--- src/rtl/sram_req_arbiter_pkg.sv ---
// Shared types and constants for the inst/data sram-like request arbiter.
package sram_req_arbiter_pkg;

  // Which requester an accepted transaction belongs to.
  typedef enum logic {
    OWNER_INST = 1'b0,
    OWNER_DATA = 1'b1
  } owner_e;

  // sram-like transfer size codes.
  localparam logic [1:0] SIZE_BYTE = 2'd0;
  localparam logic [1:0] SIZE_HALF = 2'd1;
  localparam logic [1:0] SIZE_WORD = 2'd2;

  // Instruction fetches never carry strobes; the bridge still expects all lanes enabled.
  localparam logic [3:0] INST_WSTRB = 4'b1111;

  // One requester's command fields as presented to the master port.
  typedef struct packed {
    logic        wr;
    logic [1:0]  size;
    logic [31:0] addr;
    logic [31:0] wdata;
    logic [3:0]  wstrb;
  } sram_cmd_t;

endpackage

--- src/rtl/sram_order_fifo.sv ---
// 1-bit order FIFO: remembers which requester owns each accepted-but-unanswered
// transaction so in-order responses can be steered back to the right side.
module sram_order_fifo #(
  parameter int DEPTH = 4
) (
  input  logic clk,
  input  logic reset,
  input  logic push,
  input  logic pop,
  input  logic din,
  output logic head,
  output logic full,
  output logic empty
);

  localparam int PW = $clog2(DEPTH);

  logic [PW-1:0]    wr_ptr_q, wr_ptr_d;
  logic [PW-1:0]    rd_ptr_q, rd_ptr_d;
  logic [PW:0]      count_q, count_d;
  logic [DEPTH-1:0] mem_q, mem_d;
  logic             do_push, do_pop;

  // Next-state for pointers, occupancy and storage; full blocks a push even alongside a pop.
  always_comb begin
    // NOTE: every always_comb output gets a default first so no path can infer a latch.
    wr_ptr_d = wr_ptr_q;
    rd_ptr_d = rd_ptr_q;
    count_d  = count_q;
    mem_d    = mem_q;
    full     = (count_q == (PW+1)'(DEPTH));
    empty    = (count_q == '0);
    do_push  = push && !full;
    do_pop   = pop && !empty;
    head     = mem_q[rd_ptr_q];

    if (do_push) begin
      mem_d[wr_ptr_q] = din;
      wr_ptr_d        = wr_ptr_q + 1'b1;
    end
    if (do_pop) begin
      rd_ptr_d = rd_ptr_q + 1'b1;
    end
    if (do_push && !do_pop) begin
      count_d = count_q + 1'b1;
    end else if (do_pop && !do_push) begin
      count_d = count_q - 1'b1;
    end
  end

  // Pointer and occupancy registers.
  always_ff @(posedge clk or posedge reset) begin
    // NOTE: sequential state uses non-blocking assignments so all flops sample the same edge.
    if (reset) begin
      wr_ptr_q <= '0;
      rd_ptr_q <= '0;
      count_q  <= '0;
    end else begin
      wr_ptr_q <= wr_ptr_d;
      rd_ptr_q <= rd_ptr_d;
      count_q  <= count_d;
    end
  end

  // Storage for owner bits.
  always_ff @(posedge clk) begin
    // NOTE: storage is not reset; an entry is only read once count says it was written.
    mem_q <= mem_d;
  end

endmodule

--- src/rtl/sram_req_arbiter.sv ---
// Shares one sram-like master port between the inst and data requesters.
// Data wins by default; a starvation counter forces an inst grant, a lock keeps
// a stalled request stable, and an order FIFO routes in-order responses.
module sram_req_arbiter
  import sram_req_arbiter_pkg::*;
#(
  parameter int OUTSTANDING  = 4,
  parameter int STARVE_LIMIT = 8
) (
  input  logic        clk,
  input  logic        reset,
  input  logic        inst_req,
  input  logic        inst_wr,
  input  logic [1:0]  inst_size,
  input  logic [31:0] inst_addr,
  input  logic [31:0] inst_wdata,
  output logic [31:0] inst_rdata,
  output logic        inst_addr_ok,
  output logic        inst_data_ok,
  input  logic        data_req,
  input  logic        data_wr,
  input  logic [1:0]  data_size,
  input  logic [31:0] data_addr,
  input  logic [31:0] data_wdata,
  input  logic [3:0]  data_wstrb,
  output logic [31:0] data_rdata,
  output logic        data_addr_ok,
  output logic        data_data_ok,
  output logic        m_req,
  output logic        m_wr,
  output logic [1:0]  m_size,
  output logic [31:0] m_addr,
  output logic [31:0] m_wdata,
  output logic [3:0]  m_wstrb,
  input  logic [31:0] m_rdata,
  input  logic        m_addr_ok,
  input  logic        m_data_ok,
  output logic        err_unexp
);

  localparam int SW = $clog2(STARVE_LIMIT + 1);
  localparam logic [SW-1:0] STARVE_MAX = SW'(STARVE_LIMIT);

  owner_e      grant, lock_owner_q, lock_owner_d;
  logic        lock_q, lock_d, lock_live, grant_req, accept, resp;
  logic [SW-1:0] starve_q, starve_d;
  logic [31:0] inst_rdata_q, inst_rdata_d, data_rdata_q, data_rdata_d;
  logic        err_unexp_q, err_unexp_d;
  sram_cmd_t   inst_cmd, data_cmd, grant_cmd;
  logic        fifo_head, fifo_full, fifo_empty;

  // Grant selection, master-port mux and zero-latency handshake routing.
  always_comb begin
    inst_cmd  = '{wr: inst_wr, size: inst_size, addr: inst_addr, wdata: inst_wdata,
                  wstrb: INST_WSTRB};
    data_cmd  = '{wr: data_wr, size: data_size, addr: data_addr, wdata: data_wdata,
                  wstrb: data_wstrb};
    // A lock only holds while its owner is still asking.
    lock_live = lock_q && ((lock_owner_q == OWNER_INST) ? inst_req : data_req);

    if (lock_live)                              grant = lock_owner_q;
    else if (starve_q == STARVE_MAX && inst_req) grant = OWNER_INST;
    else if (data_req)                          grant = OWNER_DATA;
    else if (inst_req)                          grant = OWNER_INST;
    else                                        grant = OWNER_DATA;

    grant_req = (grant == OWNER_INST) ? inst_req : data_req;
    grant_cmd = (grant == OWNER_INST) ? inst_cmd : data_cmd;

    m_req   = grant_req && !fifo_full;
    m_wr    = grant_cmd.wr;
    m_size  = grant_cmd.size;
    m_addr  = grant_cmd.addr;
    m_wdata = grant_cmd.wdata;
    m_wstrb = grant_cmd.wstrb;

    accept       = m_req && m_addr_ok;
    inst_addr_ok = accept && (grant == OWNER_INST);
    data_addr_ok = accept && (grant == OWNER_DATA);

    resp         = m_data_ok && !fifo_empty;
    inst_data_ok = resp && (fifo_head == OWNER_INST);
    data_data_ok = resp && (fifo_head == OWNER_DATA);
    inst_rdata   = inst_data_ok ? m_rdata : inst_rdata_q;
    data_rdata   = data_data_ok ? m_rdata : data_rdata_q;
  end

  // Next-state for lock, starvation counter, held read data and the error flag.
  always_comb begin
    lock_d       = m_req && !m_addr_ok;
    lock_owner_d = grant;
    inst_rdata_d = inst_rdata;
    data_rdata_d = data_rdata;
    err_unexp_d  = err_unexp_q || (m_data_ok && fifo_empty);

    if ((accept && grant == OWNER_INST) || !inst_req) begin
      starve_d = '0;
    end else if (accept && starve_q != STARVE_MAX) begin
      starve_d = starve_q + 1'b1;
    end else begin
      starve_d = starve_q;
    end
  end

  // Arbitration and response state registers.
  always_ff @(posedge clk or posedge reset) begin
    if (reset) begin
      lock_q       <= 1'b0;
      lock_owner_q <= OWNER_INST;
      starve_q     <= '0;
      inst_rdata_q <= '0;
      data_rdata_q <= '0;
      err_unexp_q  <= 1'b0;
    end else begin
      lock_q       <= lock_d;
      lock_owner_q <= lock_owner_d;
      starve_q     <= starve_d;
      inst_rdata_q <= inst_rdata_d;
      data_rdata_q <= data_rdata_d;
      err_unexp_q  <= err_unexp_d;
    end
  end

  assign err_unexp = err_unexp_q;

  sram_order_fifo #(
    .DEPTH (OUTSTANDING)
  ) u_order_fifo (
    .clk   (clk),
    .reset (reset),
    .push  (accept),
    .pop   (resp),
    .din   (grant),
    .head  (fifo_head),
    .full  (fifo_full),
    .empty (fifo_empty)
  );

endmodule

--- config.mk ---
export PLATFORM = sky130hd
export DESIGN_NAME = sram_req_arbiter
export DESIGN_NICKNAME = d
export VERILOG_FILES = /design/src/rtl/sram_req_arbiter_pkg.sv /design/src/rtl/sram_order_fifo.sv /design/src/rtl/sram_req_arbiter.sv
export SDC_FILE = /design/constraint.sdc
export NUM_CORES = 1
export LEC_CHECK = 0
export ABC_AREA = 1
export BUFFER_PORTS_ARGS = -buffer_cell sky130_fd_sc_hd__buf_2
export CORE_AREA = 2 2 124 126
export DETAILED_ROUTE_END_ITERATION = 10
export DIE_AREA = 0 0 126 128
export PLACE_DENSITY_LB_ADDON = 0.1
export SYNTH_ARGS = -nofsm -noshare
export SYNTH_HDL_FRONTEND = slang
export SYNTH_SLANG_ARGS = --single-unit
--- constraint.sdc ---
create_clock -name clk -period 2.4 [get_ports clk]
set_input_delay 0.24 -clock clk [delete_from_list [all_inputs] [get_ports clk]]
set_output_delay 0.24 -clock clk [all_outputs]
set_load 0.005 [all_outputs]
# ---- Word level (Yosys, flattened, before mapping)
# Index checks and enable logic that the tools add are counted.
dict set report totals {
  output_inout_bits 141
  reg_bits 82
  input_bits 176
  elab_cells 69
}
dict set report op_classes {
  addsub 5
  n_reduce_logical 28
  bitwise_logic 2
  eq_ne 3
  n_lt_le_gt_ge 3
  muxes 18
}
# cell n
set ops {}
lappend ops {{two-way mux 71 bit} 1}
lappend ops {{two-way mux 32 bit} 2}
lappend ops {{logical AND 1 bit} 17}
lappend ops {{two-way mux 1 bit} 8}
lappend ops {{two-way mux 4 bit} 2}
lappend ops {{zero test 1 bit} 6}
lappend ops {{less-than comparator 2 x 3 -> 1 bit, second input constant} 2}
lappend ops {{two-way mux 3 bit} 2}
lappend ops {{adder 2 x 1 -> 2 bit, second input constant} 2}
lappend ops {{adder 4 x 1 -> 4 bit, second input constant} 1}
lappend ops {{bitwise mux 4 bit} 1}
lappend ops {{equality test 4 bit, second input constant} 1}
lappend ops {{inequality test 4 bit, second input constant} 1}
lappend ops {{nonzero test 2 bit} 2}
lappend ops {{adder 3 x 1 -> 3 bit, second input constant} 1}
lappend ops {{equality test 3 bit, second input constant} 1}
lappend ops {{zero test 3 bit} 1}
lappend ops {{subtractor 3 x 1 -> 3 bit, second input constant} 1}
lappend ops {{binary-select mux 1 bit (select 2 bit)} 1}
lappend ops {{demux 1 bit (select 2 bit)} 1}
lappend ops {{>= comparator 2 x 1 -> 1 bit, second input constant} 1}
lappend ops {{logical OR 1 bit} 2}
lappend ops {{NOT 1 bit} 2}

# ---- Longest topological paths before layout
dict set report logic_depth {
  ltp_word 12
  depth_mapped 10
  depth_no_buf 10
}

# ---- Cells and area by module
# Synthesis repeated with hierarchy kept, for this count alone.
dict set report hier_totals {
  cells_unflattened 598
  hier_area_um2 4332.9
}
# module area_per_inst_um2 seq_area_each_um2 instances cells_each
set by_module_without_submodules {}
lappend by_module_without_submodules {sram_req_arbiter 3696.0 1776.7 1 524}
lappend by_module_without_submodules {sram_order_fifo 636.9 295.3 1 74}

# ---- Worst setup path after synthesis
# Ideal clock, no wire load.
dict set report synth_path {
  kind {flip-flop to flip-flop}
  start {reg u_order_fifo.count_q[0]}
  end {reg u_order_fifo.count_q[1]}
  period_less_slack_ps 1918
  path_buffers 0
  setup_time_ps 125
  path_slack_ps 482
  path_stages_with_launch 9
  required_time_ps 2275
  arrival_ps 1793
  cell_sequence {dfrtp_1 > nor2_4 > nand2_1 > nand3_4 > inv_2 > ha_1 > inv_1 > fa_1 > mux2_2}
}
dict set report synth_via {
  elab_cells_between_ends 18
  classes_between {2 x add/sub; 1 x eq/ne; 2 x mux; 13 x reduce/logical}
}
# element line_no
set synth_rtl {}
lappend synth_rtl {{start, declared} sram_order_fifo.sv:20} ;# logic [PW:0] count_q, count_d;
lappend synth_rtl {{start signal, assigned} sram_order_fifo.sv:61} ;# count_q <= count_d;
lappend synth_rtl {{equality test 3 bit *} sram_order_fifo.sv:31} ;# full = (count_q == (PW+1)'(DEPTH));
lappend synth_rtl {{zero test 1 bit *} {sram_order_fifo.sv:33, sram_req_arbiter.sv:70}}
lappend synth_rtl {{logical AND 1 bit} sram_req_arbiter.sv:70} ;# m_req = grant_req && !fifo_full;
lappend synth_rtl {{logical AND 1 bit} sram_req_arbiter.sv:77} ;# accept = m_req && m_addr_ok;
lappend synth_rtl {{logical AND 1 bit *} sram_order_fifo.sv:33} ;# do_push = push && !full;
lappend synth_rtl {{net u_order_fifo.do_push} sram_order_fifo.sv:22} ;# logic do_push, do_pop;
lappend synth_rtl {{logical AND 1 bit *} sram_order_fifo.sv:44} ;# if (do_push && !do_pop) begin
lappend synth_rtl {{two-way mux 3 bit *} sram_order_fifo.sv:44}
lappend synth_rtl {{net u_order_fifo.count_d[1]} sram_order_fifo.sv:20}
# Mark *: on every way through the listed nets, which the timed path passes. The rest lies on a longest branch. The select of a mux whose other input is x is not followed.
# A chain may end at the register's enable or synchronous reset.

# ---- Final worst setup path
dict set report layout_path {
  start {reg starve_q[0]}
  end {out m_wdata[2]}
}
dict set report layout_via {
  elab_chain_cells 5
}
# element line_no
set layout_rtl {}
lappend layout_rtl {{start, declared} sram_req_arbiter.sv:46} ;# logic [SW-1:0] starve_q, starve_d;
lappend layout_rtl {{start signal, assigned} sram_req_arbiter.sv:117} ;# starve_q <= starve_d;
lappend layout_rtl {{equality test 4 bit} sram_req_arbiter.sv:62} ;# else if (starve_q == STARVE_MAX && inst_req) grant = OWNER_INST;
lappend layout_rtl {{logical AND 1 bit} sram_req_arbiter.sv:62}
lappend layout_rtl {{two-way mux 1 bit} sram_req_arbiter.sv:62}
lappend layout_rtl {{two-way mux 1 bit} sram_req_arbiter.sv:61} ;# if (lock_live) grant = lock_owner_q;
lappend layout_rtl {{two-way mux 71 bit} sram_req_arbiter.sv:68} ;# grant_cmd = (grant == OWNER_INST) ? inst_cmd : data_cmd;
lappend layout_rtl {{end, declared} sram_req_arbiter.sv:33} ;# output logic [31:0] m_wdata,
# No other way between the ends.

==> metrics.log <==
INFO  metric worstSetupStartpoint = starve_q[0]$_DFFE_PP0P_
INFO  metric regToRegStartpoint = u_order_fifo.count_q[0]$_DFFE_PP0P_
INFO  metric seq_area_frac_synth = 46.9%
INFO  metric timing.setup.tns = 0 ns
INFO  metric grt.met2_usage = 31.9%
INFO  metric netlist.area_leader.share = 44.2%
INFO  metric detail-route-antenna-nets = 0
INFO  metric dp.final_hpwl = 12.4 mm
INFO  metric worstPathBufferInverterCount = 4
INFO  metric floorplan.rows = 45
INFO  metric rsz0062_at_grt = false
INFO  metric met1_usage = 21.9%
INFO  metric timing_worst_slew_pin_value = 0.654 ns
INFO  metric slowest_cell_delay_on_critical_path = 0.40 ns
INFO  metric ff2ff_path_depth = 8
INFO  metric overflow = 0
INFO  metric run_status = complete, but fails checks
INFO  metric worst_setup_hold_path_clk_slew = 0.06 ns
INFO  metric synth.largest_area_cell = dfrtp_1
INFO  metric criticalPathCategory = reg -> out
INFO  metric mapped_cells = 572
INFO  metric worst_skew_pair.late_latency = 0.33 ns
INFO  metric startpoint_type = flip-flop
INFO  metric vias = 4551
INFO  metric synth.avg_cell_area = 7.72 um2
INFO  metric crit_path_frequent_cell = nand2_1
INFO  metric endpoint_kind = output pin
INFO  metric final.period_utilization = 94.0%
INFO  metric timing.clock.skew = 0.00711 ns
INFO  metric yosys.cell_count.top_type = nand2_1
INFO  metric critical_path.cell_chain = inv_1 > ha_1 > nand3_2 > o21ai_4 > nand2_4 > inv_6 > buf_6 > nand2_1 > nand2_1 > buf_2
INFO  metric design.die.area = 0.0161 mm2
INFO  metric post_route_cells_drive_above_1_share = 43.8%
INFO  metric grt_start_max_net_pins = 73
INFO  metric viasPerCell = 4.23
INFO  metric floorplan.io_pins = 317
INFO  metric clock_sinks = 82
INFO  metric clock_tree.htree_level_count = 3
INFO  metric number_of_synthesized_flops_with_an_enable_pin = 4
INFO  metric ys_top_cells_by_count = nand2_1, dfrtp_1, inv_1
INFO  metric cpLargestDelayFamily = buffers and inverters
INFO  metric timing.hold.ws = -0.00416 ns
INFO  metric report.final.setup_viol = 0
INFO  metric postSynthRegisterBits = 82
INFO  metric detailedRoute.firstPassIterationCount = 4
INFO  metric crit-reg2reg-capture = u_order_fifo.count_q[1]$_DFFE_PP0P_
INFO  metric synthesis.yosys.warnings = 0
INFO  metric finalWorstPathRequiredPeriod = 2.26 ns
INFO  metric placedInstanceArea = 0.00613 mm2
INFO  metric drv_cap = 0
INFO  metric synth-main-ff-cell = dfrtp_1
INFO  metric peak_clock_frequency_supported_by_timing = 0.443 GHz
INFO  metric grt_util_all_layers = 18.2%
INFO  metric violations = hold timing
INFO  metric grt_util_met3 = 5.09%
INFO  metric die_height = 128 um
INFO  metric global_route.peak_usage_layer = met2
INFO  metric leakage = 0.00392 uW
INFO  metric cp_slowest_cell = dfrtp_1
INFO  metric timing.critical_path.required = 2.16 ns
INFO  metric slew-limit-headroom = 56.4%
INFO  metric final_hold_viol_count = 9
INFO  metric core_area = 0.0149 mm2
INFO  metric post_drt_wl_per_cell = 14.8 um
INFO  metric post_synth_instance_area = 0.00442 mm2
INFO  metric postRouteWirelength = 15.9 mm
INFO  metric io_buffers = 316
INFO  metric critical_path_peak_fanout = 18
INFO  metric timing.hold.worst.class = in -> async
INFO  metric postSynthNetCount = 756
INFO  metric cts-root-buf = clkbuf_16
INFO  metric grt_first_pass_wirelength = 23.0 mm
INFO  metric synth_top_cells_by_area = dfrtp_1, nand2_1, o21ai_1
INFO  metric floorplan.die.width = 126 um
INFO  metric final_design_utilization = 44.0%
INFO  metric timing.critical_path.arrival = 2.02 ns
INFO  metric synth_cell_types = 32
INFO  metric final_max_slew_viol_count = 0
INFO  metric flow.area_growth_from_synthesis = 48.0%
INFO  metric post_synthesis_async_set_or_reset_flop_share = 95.1%
INFO  metric max-clock-path-buffers = 2
INFO  metric initial_antenna_violation_count = 2
INFO  metric antenna_cells = 0
INFO  metric number_of_design_rule_violations_left_by_the_first_detailed_router_iteration = 207
INFO  metric effective_utilization_at_floorplan = 29.7%
INFO  metric globalplace.congestion = 0.804
INFO  metric finish.net_count = 1067
INFO  metric clock_buffer_count_from_cts = 9
INFO  metric p_per_area = 1030 mW/mm2
INFO  metric layout.cell_area.non_filler = 0.00654 mm2
INFO  metric drc = 0
INFO  metric vdd_ir_drop_max = 529 uV
INFO  metric cts_tree = yes
INFO  metric via_count_of_the_first_global_routing_pass = 4302
INFO  metric reg2reg_setup_slack = 0.32 ns
-- layer usage --
metal	wire length, um	up-vias
li1	-	2380
met4	203	4
met5	30	-
met2	7920	183
met1	6500	1968
met3	1240	16
-- cells in the final DEF, fill, tap and decap left out, drive strengths merged --
master / instances
clkinv: 1
inv: 63
bufinv: 2
or2: 4
nor2: 13
clkbuf: 11
nand4: 1
ha: 7
xor2: 5
dfrtp: 78
a21boi: 1
edfxtp: 4
fa: 1
nand3: 5
clkinvlp: 2
buf: 326
a21oi: 4
nand2: 288
mux2: 1
xnor2: 1
o21ai: 69
a31o: 1
-- worst max path at each step --
stage / to / slack (ns) / cells past startpoint
6_report: m_wdata[2] / 0.14 / 10
5_1_grt: inst_rdata[30] / 0.007 / 6
4_1_cts: m_addr[18] / 0.02 / 10
3_5_place_dp: u_order_fifo.count_q[1]$_DFFE_PP0P_ / 0.31 / 8
3_3_place_gp: m_addr[18] / 0.37 / 10
2_1_floorplan: data_rdata_q[0]$_DFF_PP0_ / 0.16 / 1
-- state kept, by name, indices dropped and copies added (netlist names) --
register / flops
data_rdata_q: 32
inst_rdata_q: 32
starve_q: 4
u_order_fifo.mem_q: 4
u_order_fifo.count_q: 3
u_order_fifo.rd_ptr_q: 2
u_order_fifo.wr_ptr_q: 2
err_unexp: 1
lock_owner_q: 1
lock_q: 1
-- cell type report --
| class | count | area (um2) |
|---|---|---|
| clock inverter | 7 | 101 |
| sequential | 82 | 2070 |
| multi-input combinational | 401 | 1900 |
| inverter | 61 | 234 |
| fill | 1613 | 8330 |
| tap | 188 | 235 |
| clock buffer | 9 | 225 |
| timing repair buffer | 328 | 1770 |
-- kinds of logic after synthesis --
| family | after synthesis | synth area share, % |
|---|---|---|
| fa+ha+maj | 8 | 2.44 |
| xor+xnor | 6 | 1.19 |
| flops | 82 | 46.9 |
| buf+inv | 89 | 10.5 |
| simple gates | 311 | 27.6 |
| compound gates | 75 | 11.0 |
| mux | 1 | 0.255 |
-- per-stage QoR --
stage / setup WS (ns) / cells / total power, uW / hold WS [ns]
after global routing: 0.00717 / 1076 / 7320 / 0.0592
after detailed placement: 0.309 / 1057 / 5310 / 0.387
after floorplan: 0.165 / 572 / 4020 / 0.306
after global placement: 0.375 / 1057 / 5270 / 0.381
final: 0.145 / 1076 / 6750 / -0.00416
after CTS: 0.0164 / 1073 / 6840 / 0.0147
-- what timing repair did --
action                     in CTS  in global routing
hold endpoints to repair        0                  0
setup endpoints to repair       1                 75
pin swaps                       0                  0
setup buffers                   0                  0
cloned                          0                  3
resized for setup               1                  3
hold buffers                    0                  0
-- power by group --
part,internal [uW],switching [uW]
clock network,920,569
logic,1310,1750
registers,2000,203
total,4230,2520
(Power assumes the default switching activity.)
